[config.mk]
export PLATFORM = sky130hd
export DESIGN_NAME = clk_freq_monitor
export DESIGN_NICKNAME = d
export VERILOG_FILES = /design/src/rtl/clk_freq_monitor.sv
export SDC_FILE = /design/constraint.sdc
export NUM_CORES = 1
export LEC_CHECK = 0
export CAP_MARGIN = 0
export CORE_MARGIN = 10
export CORE_UTILIZATION = 45
export CTS_CLUSTER_DIAMETER = 80
export DETAILED_ROUTE_END_ITERATION = 6
export PLACE_DENSITY = 0.72
export SLEW_MARGIN = 20
export SYNTH_ARGS = -nofsm -noshare
export SYNTH_HDL_FRONTEND = slang
export SYNTH_SLANG_ARGS = --single-unit
[constraint.sdc]
create_clock -name clk -period 2.7 [get_ports clk]
set_input_delay 0.81 -clock clk [delete_from_list [all_inputs] [get_ports clk]]
set_output_delay 0.81 -clock clk [all_outputs]
set_load 0.03 [all_outputs]
[src/rtl/clk_freq_monitor.sv]
// Checks a PLL-derived clock's frequency by counting its rising edges over a fixed window of clk cycles.
// Each window's count is range-checked, and a small FSM declares lock or reports a loss of lock.
module clk_freq_monitor #(
    parameter int GATE_CYCLES = 1024,
    parameter int CNT_WIDTH   = 16,
    parameter int LOCK_COUNT  = 4
) (
    input  logic                 clk,
    input  logic                 reset_n,
    input  logic                 enable,
    input  logic                 mon_clk,
    input  logic [CNT_WIDTH-1:0] min_count,
    input  logic [CNT_WIDTH-1:0] max_count,
    output logic [CNT_WIDTH-1:0] count_out,
    output logic                 count_valid,
    output logic                 in_range,
    output logic                 locked,
    output logic                 lost_lock
);

    localparam int GW = $clog2(GATE_CYCLES);
    localparam int LW = $clog2(LOCK_COUNT + 1);
    localparam logic [GW-1:0]        G_LAST = GW'(GATE_CYCLES - 1);
    localparam logic [LW-1:0]        G_GOOD = LW'(LOCK_COUNT - 1);
    localparam logic [CNT_WIDTH-1:0] E_MAX  = '1;

    typedef enum logic [1:0] {ST_UNLOCKED, ST_ACQUIRE, ST_LOCKED} state_t;

    logic                 s1, s2, s3;
    logic                 mon_edge;
    logic [GW-1:0]        g;
    logic [CNT_WIDTH-1:0] e, e_next;
    state_t               state, state_next;
    logic [LW-1:0]        good, good_next;
    logic                 lost_next;

    // NOTE: sequential state uses non-blocking assignments so every flop samples pre-edge values.
    always_ff @(posedge clk or negedge reset_n) begin
        if (!reset_n) begin
            s1 <= 1'b0;
            s2 <= 1'b0;
            s3 <= 1'b0;
        end else begin
            s1 <= mon_clk;
            s2 <= s1;
            s3 <= s2;
        end
    end

    assign mon_edge = s2 & ~s3;
    assign e_next   = (mon_edge && (e != E_MAX)) ? e + 1'b1 : e;

    // An edge seen on the closing cycle is folded into the count for the window that is closing.
    always_ff @(posedge clk or negedge reset_n) begin
        if (!reset_n) begin
            g           <= '0;
            e           <= '0;
            count_out   <= '0;
            count_valid <= 1'b0;
            in_range    <= 1'b0;
        end else if (!enable) begin
            g           <= '0;
            e           <= '0;
            count_valid <= 1'b0;
        end else if (g == G_LAST) begin
            g           <= '0;
            e           <= '0;
            count_out   <= e_next;
            count_valid <= 1'b1;
            in_range    <= (e_next >= min_count) && (e_next <= max_count);
        end else begin
            g           <= g + 1'b1;
            e           <= e_next;
            count_valid <= 1'b0;
        end
    end

    always_ff @(posedge clk or negedge reset_n) begin
        if (!reset_n) begin
            state     <= ST_UNLOCKED;
            good      <= '0;
            lost_lock <= 1'b0;
        end else begin
            state     <= state_next;
            good      <= good_next;
            lost_lock <= lost_next;
        end
    end

    // NOTE: every output of this block gets a default first, so no latches are inferred.
    always_comb begin
        state_next = state;
        good_next  = good;
        lost_next  = 1'b0;
        if (!enable) begin
            state_next = ST_UNLOCKED;
            good_next  = '0;
        end else if (count_valid) begin
            case (state)
                ST_UNLOCKED: begin
                    if (in_range) begin
                        good_next  = LW'(1);
                        state_next = (LOCK_COUNT == 1) ? ST_LOCKED : ST_ACQUIRE;
                    end
                end
                ST_ACQUIRE: begin
                    if (in_range) begin
                        good_next = good + 1'b1;
                        if (good == G_GOOD)
                            state_next = ST_LOCKED;
                    end else begin
                        good_next  = '0;
                        state_next = ST_UNLOCKED;
                    end
                end
                ST_LOCKED: begin
                    if (!in_range) begin
                        good_next  = '0;
                        state_next = ST_UNLOCKED;
                        lost_next  = 1'b1;
                    end
                end
                default: begin
                    good_next  = '0;
                    state_next = ST_UNLOCKED;
                end
            endcase
        end
    end

    assign locked = (state == ST_LOCKED);

endmodule

==> flow_summary.yaml, run 1 <==
worst_hold_path:
  hold_path_end: "s2$_DFF_PN0_"
  worstHoldPathCells: 0
  min_path_type: "flip-flop to flip-flop"
  min-delay-start: "s1$_DFF_PN0_"
job:
  maxCapViolations: 0
place:
  gp_congestion: 0.8759
  place_inst: 543
  portBuffers: 55
  dpl_cell_area_sq_mm: 0.004172
  dpl.hpwl_um: 6131
layout:
  num_antenna_cells: 0
  fin_cells: 559
  finalNetCount: 535
  syn2layout_area_growth_pct: 39.88
  nFillCells: 572
  fin_area_sq_mm: 0.004437
  drive_gt1_share_pct: 18.79
  utilization_pct: 64.95
detailed_routing:
  ant_nets: 0
  met2RoutedLength_um: 3965
  drc: 0
  viasPerCell: 5.093
  totalWireLength_um: 7938
  wirelength_met1_um: 3473
  detail_route.wl_per_cell_um: 14.20
  first_pass_iters: 4
  maxUsedRoutingLayer: "met4"
  drt_iter0_drc: 69
  via_count: 2847
  wl_met3_um: 380
worst_setup_path:
  critPathRequiredTime_ns: 2.94
  endpoint_kind: "flip-flop"
  slowest_delay_ns: 0.42
  startpoint_type: "flip-flop"
  worst_path_max_delay_cell: "dfrtp_1"
  worstSetupPathType: "flip-flop to flip-flop"
  path_cells: "and4_4 > nand4_1 > o211ai_1 > xor2_1 > inv_1 > ha_1 > nand2_1 > nor4_1 > o21ai_0 > a21o_1 > o21ai_1"
  ff2ff_path_depth: 11
  critPathMaxFanout: 4
  r2r_end: "in_range$_DFFE_PN0P_"
  critPathArrivalTime_ns: 3.10
  reg2reg_from: "e[3]$_DFF_PN0_"
  r2r_setup_slack_ns: -0.16
floorplan:
  die_h_um: 104.0
  num_rows: 30
  die_area_sq_mm: 0.01081
  initial_core_util_pct: 46.43
  core_area_sq_mm: 0.006832
  design.portCount: 56
  die_width_um: 104.0
synth:
  synth_nets: 424
  synth_xor_area_share_pct: 5.799
  synth_edf_count: 0
  synth_top_family_by_area: "simple AND/OR/NAND/NOR gates"
  ys_seq_elements: 53
  synthAdderAreaFrac_pct: 14.20
  seq_area_frac_synth_pct: 41.81
  yosysUniqueCellTypes: 42
  syn_area_sq_mm: 0.003172
  yosys_warnings: 0
  async_flop_share_pct: 100.0
  synth_flop_cell: "dfrtp_1"
  synth_area_per_cell_sq_um: 9.011
  synthSimpleGateAreaFrac_pct: 20.16
  synth_compound_area_share_pct: 10.45
  synthMuxAreaShare_pct: 0.6706
  syn-instance-count: 352
global_routing:
  overflow: 0
  grt_util_all_layers_pct: 14.58
  grt_max_degree: 54
  grt_pass1_vias: 2937
  grt_pass1_wl_um: 13560
  grt_antenna_before_repair: 0
timing:
  post-route-period-util_pct: 105.9
  skew_ns: 0.008090
  slew_viol_final: 0
  fmax_ghz: 0.3499
  rsz0062_at_grt: "yes"
  whs_ns: 0.3726
  finalCriticalPeriod_ns: 2.858
  layout_setup_ws_ns: -0.1580
  slew_headroom_pct: 54.86
  finalHoldViolCount: 0
  tns_ns: -0.1580
  worst_pin_slew_ns: 0.6770
  setup_viol: 1
cts:
  clock_path_buffers: 2
  cts_tree: "yes"
  clkLatencyLatePin_ns: 0.30
  cts.sinks: 53
  cts_max_level: 2
  cts-buffers-inserted: 5
  clk_pin_slew_worst_paths_ns: 0.10
  cts-root-buf: "clkbuf_8"
run_status:
  violations: "negative setup slack"
  status: "complete, but fails checks"
pwr:
  peakVddDrop_mv: 0.2814
  power_density_mw_per_mm2: 324.4
  leakage_uw: 0.002275
==> worst max-delay path, delay by kind of cell (launching register included) <==
family,cells,cell delay [ns]
and+or+nand+nor,4,0.87
AOI/OAI and AO/OA,4,0.82
DFF,1,0.42
xor gates and xnor gates,1,0.30
adders and majority gates,1,0.29
buffers and inverters,1,0.11
==> cell families after synthesis <==
family,count (synthesis)
DFF,53
and+or+nand+nor,127
AOI/OAI and AO/OA,56
buffers and inverters,57
xor gates and xnor gates,21
muxes,2
adders and majority gates,36
==> report_power, final <==
part | internal [uW] | switching, uW
combinational | 94.3 | 79.9
sequential | 801 | 8.14
clock | 204 | 251
total | 1100 | 340
==> metal layers <==
layer	vias up	track usage [%]
met3	12	3.656
met4	0	3.678
met5	-	0
met2	68	25.90
li1	1400	-
met1	1367	17.01
==> cells in the final DEF, fill, tap and decap left out, drive strengths merged, types with 7 or more instances in the layout <==
| cell | instances |
|---|---|
| inv | 50 |
| nand4 | 7 |
| nand2 | 37 |
| buf | 57 |
| o21ai | 27 |
| ha | 36 |
| xor2 | 16 |
| and3 | 7 |
| a21oi | 12 |
| nand3 | 17 |
| nor2 | 35 |
| dfrtp | 53 |
| clkbuf | 7 |
| clkdlybuf4s50 | 54 |
==> Yosys cell counts (all sizes together), types with 2 or more instances <==
library cell	instances	area share, %
xnor2	5	1.4
buf	4	0.63
nor2	35	4.1
o21ai	27	4.4
dfrtp	53	42
and4	3	0.91
nand4	7	1.4
xor2	16	4.4
nand2	37	4.7
clkbuf	3	0.36
nand2b	4	0.79
a21o	5	1.2
inv	50	5.9
nand4b	3	0.83
nor2b	4	0.79
o211ai	2	0.47
and3	7	1.4
a21boi	2	0.47
a21oi	12	1.9
a211oi	2	0.47
and2	2	0.39
nor3	4	0.79
nor4	2	0.87
ha	36	14
nand3	17	2.7
==> registers in the layout (all words and copies together) (netlist names) <==
register,flops
count_out,16
in_range,1
count_valid,1
g,10
state,2
s2,1
e,16
s1,1
good,3
lost_lock,1
s3,1
==> through the flow <==
stage | power, uW | setup slack (ns)
CTS | 1440 | -0.04175
finish | 1439 | -0.1580
global placement | 980.5 | -0.05226
global route | 1506 | -0.2911
detailed placement | 986.3 | -0.1297
floorplan | 884.7 | 0.02355
==> worst max path at each step <==
stage                         start              endpoint  depth (start not counted)
floorplan            e[2]$_DFF_PN0_  in_range$_DFFE_PN0P_                         12
global placement    e[14]$_DFF_PN0_  in_range$_DFFE_PN0P_                         13
detailed placement     s3$_DFF_PN0_  in_range$_DFFE_PN0P_                         12
CTS                  e[2]$_DFF_PN0_  in_range$_DFFE_PN0P_                         12
global route         e[3]$_DFF_PN0_  in_range$_DFFE_PN0P_                         11
finish               e[3]$_DFF_PN0_  in_range$_DFFE_PN0P_                         11
==> layout make-up <==
| type | count | area (sq um) | area share [%] |
|---|---|---|---|
| repair buffers | 111 | 978.4 | 22.05 |
| well taps | 96 | 120.1 | 2.707 |
| flip-flops and latches | 53 | 1329 | 29.95 |
| multi-input cells | 242 | 1735 | 39.11 |
| inverters | 50 | 187.7 | 4.230 |
| clock buffers | 7 | 86.33 | 1.946 |
==> timing repair <==
action / 4_1_cts / 5_1_grt
hold buffers: 0 / 0
setup endpoints to repair: 1 / 1
pin swaps: 6 / 5
setup buffers: 6 / 3
gates resized for setup: 9 / 15
(Power assumes the default switching activity.)
==> run 2: changes to the inputs <==
- MAX_ROUTING_LAYER: unset -> met4
==> run 2 against run 1 <==
Effect of this change:
- the flow still finishes with violations (negative setup slack)
- critical path depth did not move
- count of clock-buffer cells in the layout is the same
- largest cell class unchanged
- clock skew rose by 0.00091 ns
==> flow_summary.yaml, run 2 (synthesis gave the netlist of run 1 again) <==
run_status:
  status: "complete, but fails checks"
  violations: "negative setup slack"
timing:
  setup_viol: 1
  worst_pin_slew_ns: 0.6710
  rsz0062_at_grt: "yes"
  finalCriticalPeriod_ns: 2.847
  skew_ns: 0.009000
  slew_headroom_pct: 55.27
  finalHoldViolCount: 0
  post-route-period-util_pct: 105.4
  slew_viol_final: 0
  fmax_ghz: 0.3513
  layout_setup_ws_ns: -0.1468
detailed_routing:
  totalWireLength_um: 7913
  drc: 0
  ant_nets: 0
  first_pass_iters: 4
  via_count: 2869
  viasPerCell: 5.132
  detail_route.wl_per_cell_um: 14.16
  drt_iter0_drc: 58
worst_setup_path:
  critPathArrivalTime_ns: 3.09
  worstSetupEndpoint: "in_range$_DFFE_PN0P_"
  path_delay_family: "simple AND/OR/NAND/NOR gates"
  critPathMaxFanout: 4
  r2r_end: "in_range$_DFFE_PN0P_"
  critPathRequiredTime_ns: 2.94
  startpoint_type: "flip-flop"
  endpoint_kind: "flip-flop"
  worst_path_max_delay_cell: "dfrtp_1"
  slowest_delay_ns: 0.41
  worstSetupPathType: "flip-flop to flip-flop"
  cp.depth: 11
  reg2reg_from: "e[3]$_DFF_PN0_"
  cp-startpoint: "e[3]$_DFF_PN0_"
  ff2ff_path_depth: 11
  path_cells: "and4_4 > nand4_1 > o211ai_1 > xor2_1 > inv_1 > ha_1 > nand2_1 > nor4_1 > o21ai_0 > a21o_1 > o21ai_1"
  cp.buffers_inverters: 1
  r2r_setup_slack_ns: -0.15
floorplan:
  num_rows: 30
  initial_core_util_pct: 46.43
  die_area_sq_mm: 0.01081
  die_h_um: 104.0
  core_area_sq_mm: 0.006832
  design.portCount: 56
  die_width_um: 104.0
cts:
  clkLatencyLatePin_ns: 0.30
  cts-root-buf: "clkbuf_8"
  clk_pin_slew_worst_paths_ns: 0.10
  cts.sinks: 53
  cts_max_level: 2
  clock_path_buffers: 2
  ctsHoldBuffers: 0
  cts-buffers-inserted: 5
  cts_tree: "yes"
pwr:
  clkPwrFrac_pct: 31.6
  netSwitchingPower_uw: 338.8
  switching_share_pct: 23.55
  pwr-share-seq_pct: 56.3
  combPwrFrac_pct: 12.1
  leakage_uw: 0.002275
  power_density_mw_per_mm2: 324.3
  peakVddDrop_mv: 0.2808
  finalPower_uw: 1439
  power.internal_uw: 1100
global_routing:
  grt_util_all_layers_pct: 14.99
  grt_antenna_before_repair: 0
  grt_pass1_wl_um: 13550
  grt_max_degree: 54
  grt_pass1_vias: 2939
  overflow: 0
worst_hold_path:
  min_path_type: "flip-flop to flip-flop"
layout:
  finalNetCount: 535
  drive_gt1_share_pct: 18.79
  reg_top3: "count_out: 16 flops, e: 16 flops, g: 10 flops"
  num_antenna_cells: 0
  syn2layout_area_growth_pct: 39.88
  utilization_pct: 64.95
  final_cell_mix: "buf_4 (55), clkdlybuf4s50_1 (54), dfrtp_1 (51), inv_1 (49)"
  final_common_cell: "buf_4"
job:
  maxCapViolations: 0
place:
  dpl.hpwl_um: 6131
  gp_congestion: 0.8903
  portBuffers: 55
run 2: power by group through the flow:
stage	clock (uW)	sequential (uW)	combinational, uW
after global routing	499	811	196
after detailed placement	0	823	163
after floorplan	0	822	62.5
after global placement	0	823	158
after CTS	463	809	169
final	455	809	174
run 2: per-layer routing:
layer,up-vias,part of all wire [%],GRT usage [%]
met5,-,0,-
met4,0,1.7,3.678
met3,16,4.3,3.160
met2,80,50,25.90
met1,1374,44,17.31
li1,1399,-,-
run 2: worst min path at each step:
stage,from,end,slack [ns],depth (start not counted)
final,s1$_DFF_PN0_,s2$_DFF_PN0_,0.37,0
after global routing,s1$_DFF_PN0_,s2$_DFF_PN0_,0.38,0
after CTS,s1$_DFF_PN0_,s2$_DFF_PN0_,0.37,0
after detailed placement,s1$_DFF_PN0_,s2$_DFF_PN0_,0.35,0
after global placement,s1$_DFF_PN0_,s2$_DFF_PN0_,0.34,0
after floorplan,s1$_DFF_PN0_,s2$_DFF_PN0_,0.33,0
run 2: layout make-up:
type	instances	area, sq um
Timing Repair Buffer	111	978.4
Fill cell	572	2395
Multi-Input combinational cell	242	1735
Inverter	50	187.7
Clock buffer	7	86.33
Tap cell	96	120.1
Sequential cell	53	1329
run 2: what timing repair did:
action	4_1_cts	5_1_grt
setup endpoints to repair	1	1
pin swaps	6	5
gates resized for setup	9	15
buffers inserted	6	3
run 2: metrics by stage:
| step | worst slack, ns | cell area, sq um | hold WS, ns | instances | setup TNS [ns] |
|---|---|---|---|---|---|
| floorplan | 0.02355 | 3172 | 0.3312 | 352 | 0 |
| global placement | -0.05226 | 4172 | 0.3352 | 543 | -0.05226 |
| detailed placement | -0.1297 | 4172 | 0.3517 | 543 | -0.1297 |
| CTS | -0.04175 | 4343 | 0.3719 | 556 | -0.04175 |
| global route | -0.2911 | 4437 | 0.3808 | 559 | -0.2911 |
| finish | -0.1468 | 4437 | 0.3721 | 559 | -0.1468 |
==> run 3: changes to the inputs <==
- PLACE_DENSITY: 0.72 -> unset
- PLACE_DENSITY_LB_ADDON: unset -> 0.12
- REMOVE_ABC_BUFFERS: unset -> 1
==> run 3 against run 2 <==
Effect of this change:
- via count fell by 6.6%
- worst hold slack got worse by 0.014 ns
- utilization fell by 1.6 points
- register-to-register slack improved by 0.13 ns
- global-route usage fell by 0.83 points
- sequential power barely moved
- the flow still finishes with violations (negative setup slack)
- power fell by 2.1%
- critical endpoint unchanged
- routed wire length fell by 6.6%
- cell area fell by 2.4%
- first-iteration DRC count rose by 50%
- critical path depth rose by 1
==> flow_summary.yaml, run 3 (synthesis gave the netlist of run 1 again) <==
timing:
  slew_viol_final: 0
  rsz0062_at_grt: "yes"
  tns_ns: -0.01611
  worst_pin_slew_ns: 0.7849
  finalCriticalPeriod_ns: 2.716
  layout_setup_ws_ns: -0.01611
  whs_ns: 0.3586
  slew_headroom_pct: 47.67
  setup_viol: 1
  post-route-period-util_pct: 100.6
  finalHoldViolCount: 0
  fmax_ghz: 0.3682
  skew_ns: 0.005751
floorplan:
  die_width_um: 104.0
  die_area_sq_mm: 0.01081
  initial_core_util_pct: 46.43
  die_h_um: 104.0
  core_area_sq_mm: 0.006832
  design.portCount: 56
  num_rows: 30
layout:
  nFillCells: 621
  final_cell_mix: "clkdlybuf4s50_1 (54), dfrtp_1 (52), inv_1 (49), buf_4 (45)"
  regArea_sq_mm: 0.001328
  finalNetCount: 524
  drive_gt1_share_pct: 17.22
  final_common_cell: "clkdlybuf4s50_1"
  multi_input_area_sq_mm: 0.001728
  syn2layout_area_growth_pct: 36.49
  reg_top3: "count_out: 16 flops, e: 16 flops, g: 10 flops"
  num_antenna_cells: 0
worst_hold_path:
  hold_path_end: "s2$_DFF_PN0_"
  min_path_type: "flip-flop to flip-flop"
  worstHoldPathCells: 0
  min-delay-start: "s1$_DFF_PN0_"
pwr:
  peakVddDrop_mv: 0.2928
  pwr-share-seq_pct: 57.4
  power_density_mw_per_mm2: 325.4
  clkPwrFrac_pct: 31.1
  netSwitchingPower_uw: 339.9
  switching_share_pct: 24.12
  combPwrFrac_pct: 11.4
  leakage_uw: 0.002219
  power.internal_uw: 1069
  finalPower_uw: 1409
place:
  portBuffers: 55
  gp_congestion: 0.8742
  dpl.hpwl_um: 5772
  dp_slack_ns: -0.1416
global_routing:
  overflow: 0
  grt_antenna_before_repair: 0
  grt_pass1_vias: 2773
  grt_pass1_wl_um: 12740
  grt_util_all_layers_pct: 14.16
  grt_max_degree: 36
detailed_routing:
  drc: 0
  viasPerCell: 4.882
  drt_iter0_drc: 87
  totalWireLength_um: 7392
  ant_nets: 0
  first_pass_iters: 4
  via_count: 2680
  detail_route.wl_per_cell_um: 13.46
cts:
  clk_pin_slew_worst_paths_ns: 0.09
  cts.sinks: 53
  clock_path_buffers: 2
  ctsHoldBuffers: 0
  cts_max_level: 2
  cts-buffers-inserted: 5
  clkLatencyLatePin_ns: 0.30
  cts_tree: "yes"
  cts-root-buf: "clkbuf_8"
worst_setup_path:
  critPathMaxFanout: 4
  critPathRequiredTime_ns: 2.90
  path_cells: "and4_4 > nand4_1 > o21ai_2 > mux2i_2 > inv_2 > ha_4 > nor2b_1 > o211ai_1 > a21o_1 > a21o_1 > a21oi_1 > o21ai_1"
  slowest_delay_ns: 0.38
  endpoint_kind: "flip-flop"
  startpoint_type: "flip-flop"
  worstSetupPathType: "flip-flop to flip-flop"
  worst_path_max_delay_cell: "dfrtp_1"
  critPathArrivalTime_ns: 2.91
  r2r_setup_slack_ns: -0.02
  r2r_end: "in_range$_DFFE_PN0P_"
  reg2reg_from: "e[5]$_DFF_PN0_"
  ff2ff_path_depth: 12
  path_delay_family: "compound AO/OA/AOI/OAI gates"
  cpMostUsedCell: "a21o_1"
  cp.buffers_inverters: 1
job:
  maxCapViolations: 0
run_status:
  status: "complete, but fails checks"
  violations: "negative setup slack"
==> run 3: changes by cell type in the layout (fill, tap and decap cells not counted), sizes merged <==
cell    change
clkinv      +2
buf        -11
clkbuf      -1
==> run 3: what timing repair did <==
| action | CTS | global route |
|---|---|---|
| endpoints found under the setup margin | 1 | 1 |
| resized for setup | 13 | 8 |
| pin swaps | 8 | 2 |
| buffers inserted | 3 | 0 |
==> run 3: how the worst max path moves through the flow <==
stage                          startpoint              endpoint  slack (ns)  cells after the start
after floorplan            e[2]$_DFF_PN0_  in_range$_DFFE_PN0P_        0.02                     12
after global placement    e[13]$_DFF_PN0_  in_range$_DFFE_PN0P_        -0.1                     12
after detailed placement   e[0]$_DFF_PN0_  in_range$_DFFE_PN0P_       -0.14                     13
after CTS                  e[5]$_DFF_PN0_  in_range$_DFFE_PN0P_      -0.001                     12
after global routing       e[2]$_DFF_PN0_  in_range$_DFFE_PN0P_       -0.21                     12
final                      e[5]$_DFF_PN0_  in_range$_DFFE_PN0P_       -0.02                     12
==> run 3: worst register-to-register path, stage by stage (launching register included) <==
cell,delay [ns]
dfrtp_1,0.38
and4_4,0.27
nand4_1,0.20
o21ai_2,0.29
mux2i_2,0.33
inv_2,0.09
ha_4,0.27
nor2b_1,0.12
o211ai_1,0.10
a21o_1,0.21
a21o_1,0.15
a21oi_1,0.12
o21ai_1,0.08
==> run 3: cell type report <==
| type | count | share of cell area [%] |
|---|---|---|
| multi-input cells | 242 | 39.91 |
| clock buffers | 6 | 1.676 |
| clock inverters | 2 | 0.2312 |
| inverters | 50 | 4.335 |
| repair buffers | 100 | 20.40 |
| well taps | 96 | 2.775 |
| flip-flops and latches | 53 | 30.66 |
==> run 3: power by group through the flow <==
stage          Combinational (uW)  Clock [uW]  Sequential, uW
6_report                      161         438             809
4_1_cts                       163         457             809
3_3_place_gp                  152           0             823
2_1_floorplan                59.0           0             822
5_1_grt                       181         491             811
3_5_place_dp                  156           0             824
==> run 3: per-stage QoR <==
step | instance area, sq um | utilization [%] | cells
final | 4329 | 63.37 | 549
after global routing | 4329 | 63.37 | 549
after CTS | 4293 | 62.84 | 549
after detailed placement | 4121 | 60.33 | 538
after global placement | 4121 | 60.33 | 538
after floorplan | 3141 | - | 345
==> run 3: layer usage <==
metal  vias up  track usage [%]  share of wire, %
met3         7            2.850               3.5
met1      1261            16.52                45
met2        37            24.32                50
met4         0            3.579               1.1
li1       1375                -                 -
met5         -                -                 0
